## src/rtl/mem_arbiter_pkg.sv

```systemverilog
// Shared definitions for the unified-memory arbiter.
// Holds the FSM state encoding, the port IDs used for arbitration and
// bookkeeping, and the fixed data-path width of the memory.
package mem_arbiter_pkg;

  // Arbiter FSM states.
  typedef enum logic [1:0] {
    ARB_IDLE  = 2'd0,
    ARB_ISSUE = 2'd1,
    ARB_WAIT  = 2'd2,
    ARB_RESP  = 2'd3
  } arb_state_e;

  // Port IDs; also the bit index of each port in the one-hot winner vector.
  localparam logic ARB_PORT_I = 1'b0;
  localparam logic ARB_PORT_D = 1'b1;

  localparam int DATA_WIDTH = 32;

endpackage

```

## src/rtl/mem_arbiter_rr_pick2.sv

```systemverilog
// Combinational two-way round-robin picker.
// Ports:
//   req_i  [1:0]  request vector, bit 0 = instruction port, bit 1 = data port
//   last_i        ID of the port granted most recently
//   win_o  [1:0]  one-hot winner, all zero when nothing is requested
module rr_pick2
  import mem_arbiter_pkg::*;
(
  input  logic [1:0] req_i,
  input  logic       last_i,
  output logic [1:0] win_o
);

  // A lone request always wins; on a tie the port not granted last wins.
  always_comb begin
    win_o = 2'b00;
    case (req_i)
      2'b01:   win_o = 2'b01;
      2'b10:   win_o = 2'b10;
      2'b11:   win_o = (last_i == ARB_PORT_D) ? 2'b01 : 2'b10;
      default: win_o = 2'b00;
    endcase
  end

endmodule

```

## src/rtl/mem_arbiter.sv

```systemverilog
// Arbiter sharing one single-port, fixed-latency memory between the
// instruction-fetch port (i_*) and the load/store port (d_*).
// One transaction is outstanding at a time; the two ports are served
// round-robin and read data comes back through registered outputs.
// Ports:
//   clk, reset                 clock, asynchronous active-low reset
//   i_req/i_addr               instruction read request
//   i_gnt/i_rvalid/i_rdata     instruction grant pulse and read response
//   d_req/d_we/d_addr/d_wmask/d_wdata   data request
//   d_gnt/d_rvalid/d_rdata     data grant pulse (write completion) and read response
//   mem_en/mem_we/mem_addr/mem_wmask/mem_wdata/mem_rdata   memory macro side
module mem_arbiter
  import mem_arbiter_pkg::*;
#(
  parameter int ADDR_WIDTH   = 32,
  parameter int READ_LATENCY = 1
) (
  input  logic                  clk,
  input  logic                  reset,
  input  logic                  i_req,
  input  logic [ADDR_WIDTH-1:0] i_addr,
  output logic                  i_gnt,
  output logic                  i_rvalid,
  output logic [31:0]           i_rdata,
  input  logic                  d_req,
  input  logic                  d_we,
  input  logic [ADDR_WIDTH-1:0] d_addr,
  input  logic [3:0]            d_wmask,
  input  logic [31:0]           d_wdata,
  output logic                  d_gnt,
  output logic                  d_rvalid,
  output logic [31:0]           d_rdata,
  output logic                  mem_en,
  output logic                  mem_we,
  output logic [ADDR_WIDTH-1:0] mem_addr,
  output logic [3:0]            mem_wmask,
  output logic [31:0]           mem_wdata,
  input  logic [31:0]           mem_rdata
);

  localparam int CNT_W = $clog2(READ_LATENCY + 1);

  arb_state_e            state_q, state_d;
  logic [CNT_W-1:0]      cnt_q, cnt_d;
  logic                  last_gnt_q, last_gnt_d;
  logic                  port_q, port_d;
  logic [ADDR_WIDTH-1:0] addr_q, addr_d;
  logic                  we_q, we_d;
  logic [3:0]            wmask_q, wmask_d;
  logic [31:0]           wdata_q, wdata_d;
  logic                  i_gnt_q, i_gnt_d, d_gnt_q, d_gnt_d, mem_en_q, mem_en_d;
  logic                  i_rvalid_q, i_rvalid_d, d_rvalid_q, d_rvalid_d;
  logic [31:0]           i_rdata_q, i_rdata_d, d_rdata_q, d_rdata_d;
  logic [1:0]            win_s;
  logic                  unused_addr_bits_s;

  // Byte-offset bits of the word addresses are deliberately ignored.
  assign unused_addr_bits_s = ^{i_addr[1:0], d_addr[1:0]};

  rr_pick2 u_pick (
    .req_i  ({d_req, i_req}),
    .last_i (last_gnt_q),
    .win_o  (win_s)
  );

  // Next-state and next-output logic; pulses default low, everything else holds.
  always_comb begin
    state_d    = state_q;
    cnt_d      = cnt_q;
    last_gnt_d = last_gnt_q;
    port_d     = port_q;
    addr_d     = addr_q;
    we_d       = we_q;
    wmask_d    = wmask_q;
    wdata_d    = wdata_q;
    i_gnt_d    = 1'b0;
    d_gnt_d    = 1'b0;
    mem_en_d   = 1'b0;
    i_rvalid_d = 1'b0;
    d_rvalid_d = 1'b0;
    i_rdata_d  = i_rdata_q;
    d_rdata_d  = d_rdata_q;
    case (state_q)
      ARB_IDLE: begin
        if (win_s != 2'b00) begin
          // Latch the winner's request so later changes on its inputs do not matter.
          state_d    = ARB_ISSUE;
          port_d     = win_s[ARB_PORT_D];
          last_gnt_d = win_s[ARB_PORT_D];
          mem_en_d   = 1'b1;
          i_gnt_d    = win_s[ARB_PORT_I];
          d_gnt_d    = win_s[ARB_PORT_D];
          if (win_s[ARB_PORT_D]) begin
            addr_d  = {d_addr[ADDR_WIDTH-1:2], 2'b00};
            we_d    = d_we;
            wmask_d = d_we ? d_wmask : 4'b0000;
            wdata_d = d_we ? d_wdata : 32'h0000_0000;
          end else begin
            addr_d  = {i_addr[ADDR_WIDTH-1:2], 2'b00};
            we_d    = 1'b0;
            wmask_d = 4'b0000;
            wdata_d = 32'h0000_0000;
          end
        end else begin
          state_d = ARB_IDLE;
        end
      end
      ARB_ISSUE: begin
        if (we_q) begin
          state_d = ARB_IDLE;
        end else begin
          // WAIT lasts READ_LATENCY cycles: count from L-1 down to 0.
          state_d = ARB_WAIT;
          cnt_d   = CNT_W'(READ_LATENCY - 1);
        end
      end
      ARB_WAIT: begin
        if (cnt_q == CNT_W'(0)) begin
          // mem_rdata is valid in this last WAIT cycle.
          state_d = ARB_RESP;
          if (port_q == ARB_PORT_D) begin
            d_rdata_d  = mem_rdata;
            d_rvalid_d = 1'b1;
          end else begin
            i_rdata_d  = mem_rdata;
            i_rvalid_d = 1'b1;
          end
        end else begin
          cnt_d = cnt_q - CNT_W'(1);
        end
      end
      ARB_RESP: begin
        state_d = ARB_IDLE;
      end
      default: begin
        state_d = ARB_IDLE;
      end
    endcase
  end

  // State and registered outputs; async reset clears everything immediately.
  always_ff @(posedge clk or negedge reset) begin
    if (!reset) begin
      state_q    <= ARB_IDLE;
      cnt_q      <= CNT_W'(0);
      last_gnt_q <= ARB_PORT_D;
      port_q     <= ARB_PORT_I;
      addr_q     <= {ADDR_WIDTH{1'b0}};
      we_q       <= 1'b0;
      wmask_q    <= 4'b0000;
      wdata_q    <= 32'h0000_0000;
      i_gnt_q    <= 1'b0;
      d_gnt_q    <= 1'b0;
      mem_en_q   <= 1'b0;
      i_rvalid_q <= 1'b0;
      d_rvalid_q <= 1'b0;
      i_rdata_q  <= 32'h0000_0000;
      d_rdata_q  <= 32'h0000_0000;
    end else begin
      state_q    <= state_d;
      cnt_q      <= cnt_d;
      last_gnt_q <= last_gnt_d;
      port_q     <= port_d;
      addr_q     <= addr_d;
      we_q       <= we_d;
      wmask_q    <= wmask_d;
      wdata_q    <= wdata_d;
      i_gnt_q    <= i_gnt_d;
      d_gnt_q    <= d_gnt_d;
      mem_en_q   <= mem_en_d;
      i_rvalid_q <= i_rvalid_d;
      d_rvalid_q <= d_rvalid_d;
      i_rdata_q  <= i_rdata_d;
      d_rdata_q  <= d_rdata_d;
    end
  end

  assign i_gnt     = i_gnt_q;
  assign i_rvalid  = i_rvalid_q;
  assign i_rdata   = i_rdata_q;
  assign d_gnt     = d_gnt_q;
  assign d_rvalid  = d_rvalid_q;
  assign d_rdata   = d_rdata_q;
  assign mem_en    = mem_en_q;
  assign mem_we    = we_q;
  assign mem_addr  = addr_q;
  assign mem_wmask = wmask_q;
  assign mem_wdata = wdata_q;

endmodule

```

## config.mk

```make
export PLATFORM = sky130hd
export DESIGN_NAME = mem_arbiter
export DESIGN_NICKNAME = d
export VERILOG_FILES = /design/src/rtl/mem_arbiter_pkg.sv /design/src/rtl/mem_arbiter_rr_pick2.sv /design/src/rtl/mem_arbiter.sv
export SDC_FILE = /design/constraint.sdc
export NUM_CORES = 1
export LEC_CHECK = 0
export CORE_MARGIN = 3
export CORE_UTILIZATION = 44
export CTS_CLUSTER_DIAMETER = 120
export CTS_CLUSTER_SIZE = 20
export DETAILED_ROUTE_END_ITERATION = 10
export PLACE_DENSITY = 0.86
export SYNTH_ARGS = -nofsm -noshare
export SYNTH_HDL_FRONTEND = slang
export SYNTH_HIERARCHICAL = 1
export SYNTH_SLANG_ARGS = --single-unit
```

## constraint.sdc

```tcl
create_clock -name clk -period 4.82 [get_ports clk]
set_input_delay 1.446 -clock clk [delete_from_list [all_inputs] [get_ports clk]]
set_output_delay 1.446 -clock clk [all_outputs]
set_load 0.05 [all_outputs]
```

==> impl_metrics.yaml, run 1 <==
finish:
  fillers: 861
  area_delta_synth_final_pct: 59.1
  final_cells: 872
  regArea_um2: 3500
  final_util: 0.718
  nets: 824
  layout-drive-gt1-share: 0.200
  fin_area_um2: 9100
  antennaDiodeCount: 0
  multi_input_area_um2: 1920
sta:
  drv_slew: 0
  hold_viol: 0
  tightest_slew_ns: 1.03
  max_freq_mhz: 309
  setup_viol: 0
  rsz0062_at_grt: "false"
  finalWorstSetupSlack_ns: 1.59
  fin_crit_sh: 0.671
  slew_headroom: 0.316
  fin_tns_setup_ns: 0
  skew_ns: 0.00523
  period_minus_slack_ns: 3.23
placement:
  portBuffers: 268
  dpl-instance-area_um2: 8520
  dpl_worst_slack_ns: 1.15
  dp_hpwl_um: 11200
  gp_congestion: 0.758
  dp.cells: 840
detailed_routing:
  post_drt_wl_per_cell_um: 18.0
  viasPerCell: 5.05
  ant_nets: 0
  drcViolationCount: 0
  vias: 4401
  firstDrtPassIters: 4
  routed_wl_um: 15700
  drt_iter0_drc: 288
logic_synthesis:
  synth-compound-area-share: 0.0398
  synth_area_um2: 5720
  synth_xor_area_frac: 0
  synthArstFlopShare: 1.00
  synthMuxAreaShare: 0.244
  yosysUniqueCellTypes: 27
  ys_ff_latch: 140
  synthSimpleGateAreaFrac: 0.0492
  synth_area_per_cell_um2: 13.5
  synth_flop_cell: "dfrtp_1"
  synth_top_family_by_area: "multiplexers"
  yosys.area_share.adder: 0
  syn-instance-count: 423
  synth_edf_count: 0
  synth.yosys.seq_area_share: 0.613
  ys_warn_count: 6
global_route:
  grt_pass1_vias: 4677
  grt_pass1_wl_um: 24800
  grt_max_degree: 120
  gr-total-overflow: 0
  track_usage: 0.222
  grt_antenna_before_repair: 0
clock_network:
  cts_resized: 0
  cts_buffer_depth: 2
  clock_latency_ns: 0.41
  cts_inserted_buffers: 17
  clkTransAtPathRegs_ns: 0.06
  cts_tree: "yes"
  postCtsSetupBuffers: 0
  clock_sinks: 140
  h-tree-depth: 4
  root_buffer: "clkbuf_16"
  cts_hold_buf: 0
critical_path:
  critPathArrivalTime_ns: 3.51
  critPathTopFamily: "buffers and inverters"
  critPathBufInv: 3
  r2r_slack_ns: 2.46
  cp.required_ns: 5.10
  max_stage_delay_ns: 0.60
  crit_fanout: 40
  crit_type: "in -> reg"
  slowest_stage: "inv_2"
  worst_setup_path_start_kind: "primary input"
  path_cells: "clkdlybuf4s50_1 > a21boi_1 > o21ai_2 > inv_2 > buf_4 > o21ai_0"
  end_kind: "flop"
floorplanning:
  die_y_um: 120
  die_area_um2: 14400
  ios: 275
  rows: 41
  initial_core_util: 0.451
  die_w_um: 120
  core-area_um2: 12700
power_and_ir_drop:
  clkPwrFrac: 0.161
  switchingPower_mw: 3.79
  ir_drop_mv: 0.413
  comb_power_share: 0.572
  p_seq_frac: 0.267
  p_sw_frac: 0.480
  p_int_mw: 4.11
  power_density_nw_per_um2: 868
  p_leak_nw: 3.77
worst_hold_path:
  hold_path_class: "reg -> reg"
outcome:
  status: "completed"
flow_run:
  cap_violations: 0
-- through the flow --
stage	hold WS, ns	power, mW
after floorplan	0.490	5.07
final	0.491	7.90
after global routing	0.514	8.23
after detailed placement	0.480	6.66
after CTS	0.495	7.98
after global placement	0.472	6.55
-- sequential cells by signal (all words and copies together), names as in the netlist, named ones only --
register / flops
i_gnt: 1
i_rdata: 32
d_rdata: 32
d_gnt: 1
state_q: 1
mem_en: 1
d_rvalid: 1
port_q: 1
mem_addr: 30
mem_wdata: 32
mem_we: 1
i_rvalid: 1
mem_wmask: 4
last_gnt_q: 1
-- synth_stat cells (2+ instances only) --
master	n	area, um^2
dfrtp_1	139	3480
mux2_2	95	1070
inv_1	39	146
nand4_1	36	225
mux2_1	29	327
o21ai_1	29	145
buf_2	16	80.1
o21ai_0	7	35.0
buf_4	6	45.0
clkbuf_1	5	18.8
nand2_1	4	15.0
a21o_1	2	15.0
buf_1	2	7.51
-- power groups by stage --
| stage | Sequential, mW | Combinational [mW] | Clock [mW] |
|---|---|---|---|
| after floorplan | 4.12 | 0.943 | 0 |
| after global placement | 2.08 | 4.47 | 0 |
| after detailed placement | 2.12 | 4.54 | 0 |
| after CTS | 2.11 | 4.56 | 1.30 |
| after global routing | 2.18 | 4.69 | 1.35 |
| final | 2.11 | 4.52 | 1.27 |
-- worst reg2reg max path: stages, from the launching register on --
cell	delay [ns]
dfrtp_1	0.41
nor2_2	0.12
buf_4	0.36
o21ai_2	0.14
inv_2	0.60
buf_4	0.46
o21ai_0	0.14
-- area by class of cell --
cell class | count | share of cell area
multi-input combinational | 214 | 0.211
inverter | 40 | 0.0165
tap | 172 | 0.0236
sequential | 140 | 0.385
clock inverter | 15 | 0.0169
timing repair buffer | 274 | 0.300
clock buffer | 17 | 0.0467
-- final timing paths --
kind	startpoint	end	cells after the start
max	i_req	mem_wdata[0]	6
min	d_rdata[29]	d_rdata[29]	1
max reg2reg	state_q[0]	mem_wdata[0]	6
min reg2reg	d_rdata[29]	d_rdata[29]	1
max in group asynchronous	reset	mem_wmask[3]	2
min in group asynchronous	reset	d_rdata[29]	1
-- logic make-up after synthesis --
| group | count (synthesis) |
|---|---|
| other | 1 |
| AO/OA/AOI/OAI | 42 |
| multiplexers | 124 |
| flip-flops | 140 |
| AND/OR/NAND/NOR | 46 |
| buffers and inverters | 70 |
-- metal layers --
layer | vias to the layer above | part of all wire | global-route usage
li1 | 2008 | - | -
met1 | 2150 | 0.38 | 0.254
met2 | 214 | 0.52 | 0.384
met3 | 29 | 0.083 | 0.0768
met4 | 0 | 0.020 | 0.0823
met5 | - | 0 | 0
-- placed cells by master, fill, tap and decap left out --
cell,netlist,routed
nor2_1,1,1
bufinv_16,0,1
clkinv_4,0,2
mux2_1,29,29
nor2_4,1,1
buf_6,0,1
conb_1,1,2
clkinvlp_4,0,2
o21ai_2,1,1
buf_4,6,6
inv_2,1,1
a21o_1,2,2
o21ai_0,7,7
clkinv_2,0,1
inv_8,0,3
nor2_2,1,1
clkbuf_16,0,17
a21boi_4,0,1
and2_1,1,1
dfrtp_1,139,139
clkdlybuf4s50_1,0,267
nand2b_1,1,1
mux2_2,95,95
nand2_1,4,4
o21ai_1,29,29
nand4_1,36,36
a21boi_1,1,1
inv_1,39,39
dfstp_2,1,1
a22o_1,1,1
inv_6,0,6
nand3b_1,1,1
Note: power is estimated with default switching activity, not from simulation.
==> run 2, diff against run 1 <==
Settings changed: CORE_UTILIZATION 44 to 41, PLACE_DENSITY 0.86 to 0.81.
Clock period 4.82 ns to 3.3 ns, I/O delays scaled along.
==> run 2 against run 1 <==
Compared with the run above: cell area is 0.62% higher; register-to-register slack worse by 1.2 ns; clock skew is 0.0065 ns higher; flip-flop and latch count stayed put; sequential share of layout area is 0.24 points lower.
==> impl_metrics.yaml, run 2 (synthesis gave the netlist of run 1 again) <==
outcome:
  status: "completed"
critical_path:
  cp.required_ns: 2.31
  r2r_cells: 6
  critPathTopFamily: "buffers and inverters"
  end_kind: "output pin"
  critPathBufInv: 1
  r2r-start: "state_q[0]"
  crit_path_end: "mem_addr[9]"
  crit_start: "mem_addr[9]"
  worst_setup_path_start_kind: "flop"
  critPathArrivalTime_ns: 1.63
  crit_cells: 1
  crit_type: "reg -> out"
  slowest_stage: "clkdlybuf4s50_1"
  max_stage_delay_ns: 0.86
  r2r_slack_ns: 1.25
  crit_fanout: 2
  path_cells: "clkdlybuf4s50_1"
  r2r-end: "mem_addr[26]"
power_and_ir_drop:
  ir_drop_mv: 0.540
  power_density_nw_per_um2: 1260
  p_leak_nw: 3.78
placement:
  dp_hpwl_um: 11400
  dpl_worst_slack_ns: 0.390
  gp_congestion: 0.798
  portBuffers: 268
clock_network:
  cts_tree: "yes"
  h-tree-depth: 4
  root_buffer: "clkbuf_16"
  cts_inserted_buffers: 17
  clock_latency_ns: 0.42
  postCtsSetupBuffers: 0
  cts_buffer_depth: 2
  cts_hold_buf: 0
  clock_sinks: 140
  clkTransAtPathRegs_ns: 0.06
  cts_resized: 0
sta:
  slew_headroom: 0.337
  finalWorstSetupSlack_ns: 0.681
  tightest_slew_ns: 0.992
  setup_viol: 0
  fin_tns_setup_ns: 0
  period_minus_slack_ns: 2.62
  hold_viol: 0
  drv_slew: 0
  skew_ns: 0.0118
  rsz0062_at_grt: "false"
  hold_ws_ns: 0.488
  fin_crit_sh: 0.794
  max_freq_mhz: 382
floorplanning:
  die_area_um2: 15400
  core-area_um2: 13500
  ios: 275
  initial_core_util: 0.425
  die_y_um: 124
  rows: 42
  die_w_um: 124
global_route:
  gr-total-overflow: 0
  grt_antenna_before_repair: 0
  grt_max_degree: 57
  grt_use_met1: 0.224
  track_usage: 0.204
  grt_pass1_wl_um: 23600
  grt_pass1_vias: 4528
  met3_usage: 0.0963
  grt_busiest_layer: "met2"
  grt.met2_usage: 0.345
worst_hold_path:
  hold_path_class: "reg -> reg"
  whs_path_depth: 1
finish:
  layout_commonest_cell: "clkdlybuf4s50_1"
  layout-drive-gt1-share: 0.203
  mostFrequentLayoutCells: "clkdlybuf4s50_1 (267), dfrtp_1 (139), mux2_2 (95)"
  area_delta_synth_final_pct: 60.1
  final_util: 0.681
  nets: 827
  antennaDiodeCount: 0
detailed_routing:
  ant_nets: 0
  firstDrtPassIters: 4
  viasPerCell: 4.95
  drcViolationCount: 0
  post_drt_wl_per_cell_um: 17.9
  vias: 4350
  drt_iter0_drc: 178
  routed_wl_um: 15700
flow_run:
  cap_violations: 0
[run 2: changes by cell type in the layout (fill, tap and decap cells not counted), sizes merged]
cell	before	now
bufinv	1	0
buf	7	10
inv	49	47
clkinvlp	2	4
clkinv	3	4
[run 2: power breakdown]
group	total [mW]	internal [mW]	switching, mW
clock	1.78	0.988	0.788
combinational	6.64	2.37	4.27
sequential	3.08	2.60	0.479
[run 2: per-stage QoR]
| stage | cell area (um^2) | power, mW | cells |
|---|---|---|---|
| floorplan | 5720 | 7.40 | 424 |
| global placement | 8600 | 9.66 | 847 |
| detailed placement | 8600 | 9.79 | 847 |
| CTS | 9160 | 11.6 | 879 |
| global route | 9160 | 12.0 | 879 |
| finish | 9160 | 11.5 | 879 |
[run 2: area by class of cell]
cell class / instances / area [um^2]
clock buffers: 17 / 425
repair buffers: 277 / 2800
flip-flops and latches: 140 / 3500
multi-input cells: 214 / 1920
inverters: 40 / 150
clock inverters: 15 / 133
well taps: 176 / 220
fillers: 978 / 4290
[run 2: routing by layer]
metal	vias to the layer above	part of all wire
met5	-	0
met4	0	0.016
met3	22	0.12
met2	213	0.49
met1	2096	0.37
li1	2019	-
[run 2: worst reg2reg max path: stages, from the launching register on]
cell     delay (ns)
dfrtp_1        0.40
nor2_2         0.11
buf_4          0.38
o21ai_2        0.15
inv_2          0.29
buf_12         0.24
mux2_2         0.37
[run 2: how the worst min path moves through the flow]
stage,startpoint,endpoint
global placement,d_rdata[23],d_rdata[23]
floorplan,state_q[0],flop
finish,d_rdata[8],d_rdata[8]
CTS,d_rdata[8],d_rdata[8]
detailed placement,d_rdata[27],d_rdata[27]
global route,d_rdata[8],d_rdata[8]
==> run 3, diff against run 2 <==
Settings changed: CORE_UTILIZATION 41 to 37, PLACE_DENSITY 0.81 to 0.77.
Clock period 3.3 ns to 2.4 ns, I/O delays scaled along.
==> run 3 against run 2 <==
Compared with the run above: sequential share of layout area decreased by 0.70 points; flip-flop and latch count unchanged; clock skew about the same; cell area increased by 1.9%; clock-buffer cell count increased by 1; critical path depth unchanged; core utilization decreased by 5.1 points; non-clock buffer count increased by 15; global-route usage decreased by 1.2 points; die area increased by 10%; via count increased by 1.7%; sequential power increased by 38%; critical path type unchanged; critical endpoint is now mem_wdata[23]; largest cell class unchanged; highest routed layer unchanged.
==> impl_metrics.yaml, run 3 (synthesis gave the netlist of run 1 again) <==
outcome:
  status: "completed"
flow_run:
  cap_violations: 0
detailed_routing:
  vias: 4423
  drt_iter0_drc: 161
  drcViolationCount: 0
  firstDrtPassIters: 6
  post_drt_wl_per_cell_um: 17.8
  ant_nets: 0
  viasPerCell: 4.90
  routed_wl_um: 16100
floorplanning:
  core-area_um2: 14800
  initial_core_util: 0.386
  ios: 275
  rows: 44
  die_w_um: 130
  die_area_um2: 17000
  die_y_um: 130
clock_network:
  h-tree-depth: 4
  cts_tree: "yes"
  clock_latency_ns: 0.42
  root_buffer: "clkbuf_16"
  clkTransAtPathRegs_ns: 0.07
  clock_sinks: 140
  cts_hold_buf: 0
  cts_inserted_buffers: 17
  cts_buffer_depth: 2
critical_path:
  critPathBufInv: 1
  cp.required_ns: 1.68
  end_kind: "output pin"
  crit_type: "reg -> out"
  worst_setup_path_start_kind: "flop"
  path_cells: "clkdlybuf4s50_1"
  r2r-start: "last_gnt_q"
  r2r_cells: 6
  slowest_stage: "clkdlybuf4s50_1"
  r2r-end: "mem_addr[28]"
  crit_fanout: 2
  critPathArrivalTime_ns: 1.62
  critPathTopFamily: "buffers and inverters"
  max_stage_delay_ns: 0.83
  r2r_slack_ns: 0.71
sta:
  skew_ns: 0.0115
  finalWorstSetupSlack_ns: 0.0606
  hold_ws_ns: 0.280
  hold_viol: 0
  rsz0062_at_grt: "false"
  tightest_slew_ns: 0.601
  fin_tns_setup_ns: 0
  slew_headroom: 0.599
  period_minus_slack_ns: 2.34
  setup_viol: 0
  drv_slew: 0
  max_freq_mhz: 427
  fin_crit_sh: 0.975
global_route:
  grt_max_degree: 63
  grt_antenna_before_repair: 0
  gr-total-overflow: 0
  track_usage: 0.191
  grt_pass1_vias: 4759
  grt_pass1_wl_um: 25000
worst_hold_path:
  hold_path_class: "in -> async"
power_and_ir_drop:
  switchingPower_mw: 7.58
  p_int_mw: 8.58
  ir_drop_mv: 1.05
  clkPwrFrac: 0.170
  fin_total_pwr_mw: 16.2
  comb_power_share: 0.567
  power_density_nw_per_um2: 1730
  p_sw_frac: 0.469
  p_leak_nw: 3.91
  p_seq_frac: 0.263
placement:
  dpl-instance-area_um2: 8700
  dpl_worst_slack_ns: -0.145
  portBuffers: 268
  dp_hpwl_um: 12000
  gp_congestion: 0.834
  dp.cells: 870
finish:
  layout_commonest_cell: "clkdlybuf4s50_1"
  final_cells: 902
  antennaDiodeCount: 0
  final_util: 0.630
  area_delta_synth_final_pct: 63.1
  fin_area_um2: 9330
  nets: 842
  mostFrequentLayoutCells: "clkdlybuf4s50_1 (263), dfrtp_1 (139), mux2_2 (95)"
  layout-drive-gt1-share: 0.224
-- run 3: cell count changes in the layout (fill, tap and decap cells not counted), sizes merged --
cell | previous run | this run
buf | 10 | 28
bufinv | 0 | 3
clkbuf | 17 | 18
clkdlybuf4s50 | 267 | 263
clkinv | 4 | 5
clkinvlp | 4 | 1
dlymetal6s2s | 0 | 1
inv | 47 | 45
-- run 3: power by group through the flow --
stage / Combinational [mW] / Clock, mW / Sequential (mW)
after global routing: 9.60 / 2.93 / 4.40
after detailed placement: 9.22 / 0 / 4.29
after CTS: 9.26 / 2.82 / 4.27
final: 9.17 / 2.74 / 4.25
after floorplan: 1.89 / 0 / 8.28
after global placement: 9.12 / 0 / 4.21
-- run 3: worst reg2reg max path: cells and delay by family (launching register included) --
family / cells / cell delay, ns
DFF: 1 / 0.57
muxes: 1 / 0.36
buffers and inverters: 3 / 0.33
AOI/OAI and AO/OA: 2 / 0.32
-- run 3: layout make-up --
cell class | count | area (um^2)
Sequential cell | 140 | 3500
Clock buffer | 18 | 439
Clock inverter | 14 | 184
Inverter | 40 | 150
Tap cell | 184 | 230
Fill cell | 1112 | 5480
Timing Repair Buffer | 292 | 2900
Multi-Input combinational cell | 214 | 1920
-- run 3: worst max-delay path by stage --
stage,startpoint,end,depth (start not counted)
after CTS,mem_addr[28],mem_addr[28],1
after global placement,d_req,mem_addr[7],5
after global routing,mem_wdata[23],mem_wdata[23],1
final,mem_wdata[23],mem_wdata[23],1
after detailed placement,d_req,mem_addr[3],5
after floorplan,d_req,mem_addr[10],4
-- run 3: metal layers --
layer | GRT usage | vias to the layer above | part of all wire
met2 | 0.322 | 226 | 0.49
met1 | 0.216 | 2127 | 0.38
met5 | 0 | - | 0
li1 | - | 2045 | -
met4 | 0.0726 | 0 | 0.018
met3 | 0.0831 | 25 | 0.11
-- run 3: repair_timing --
item,CTS,global route
gates resized for setup,0,1
buffers inserted,0,0
endpoints found under the setup margin,0,1
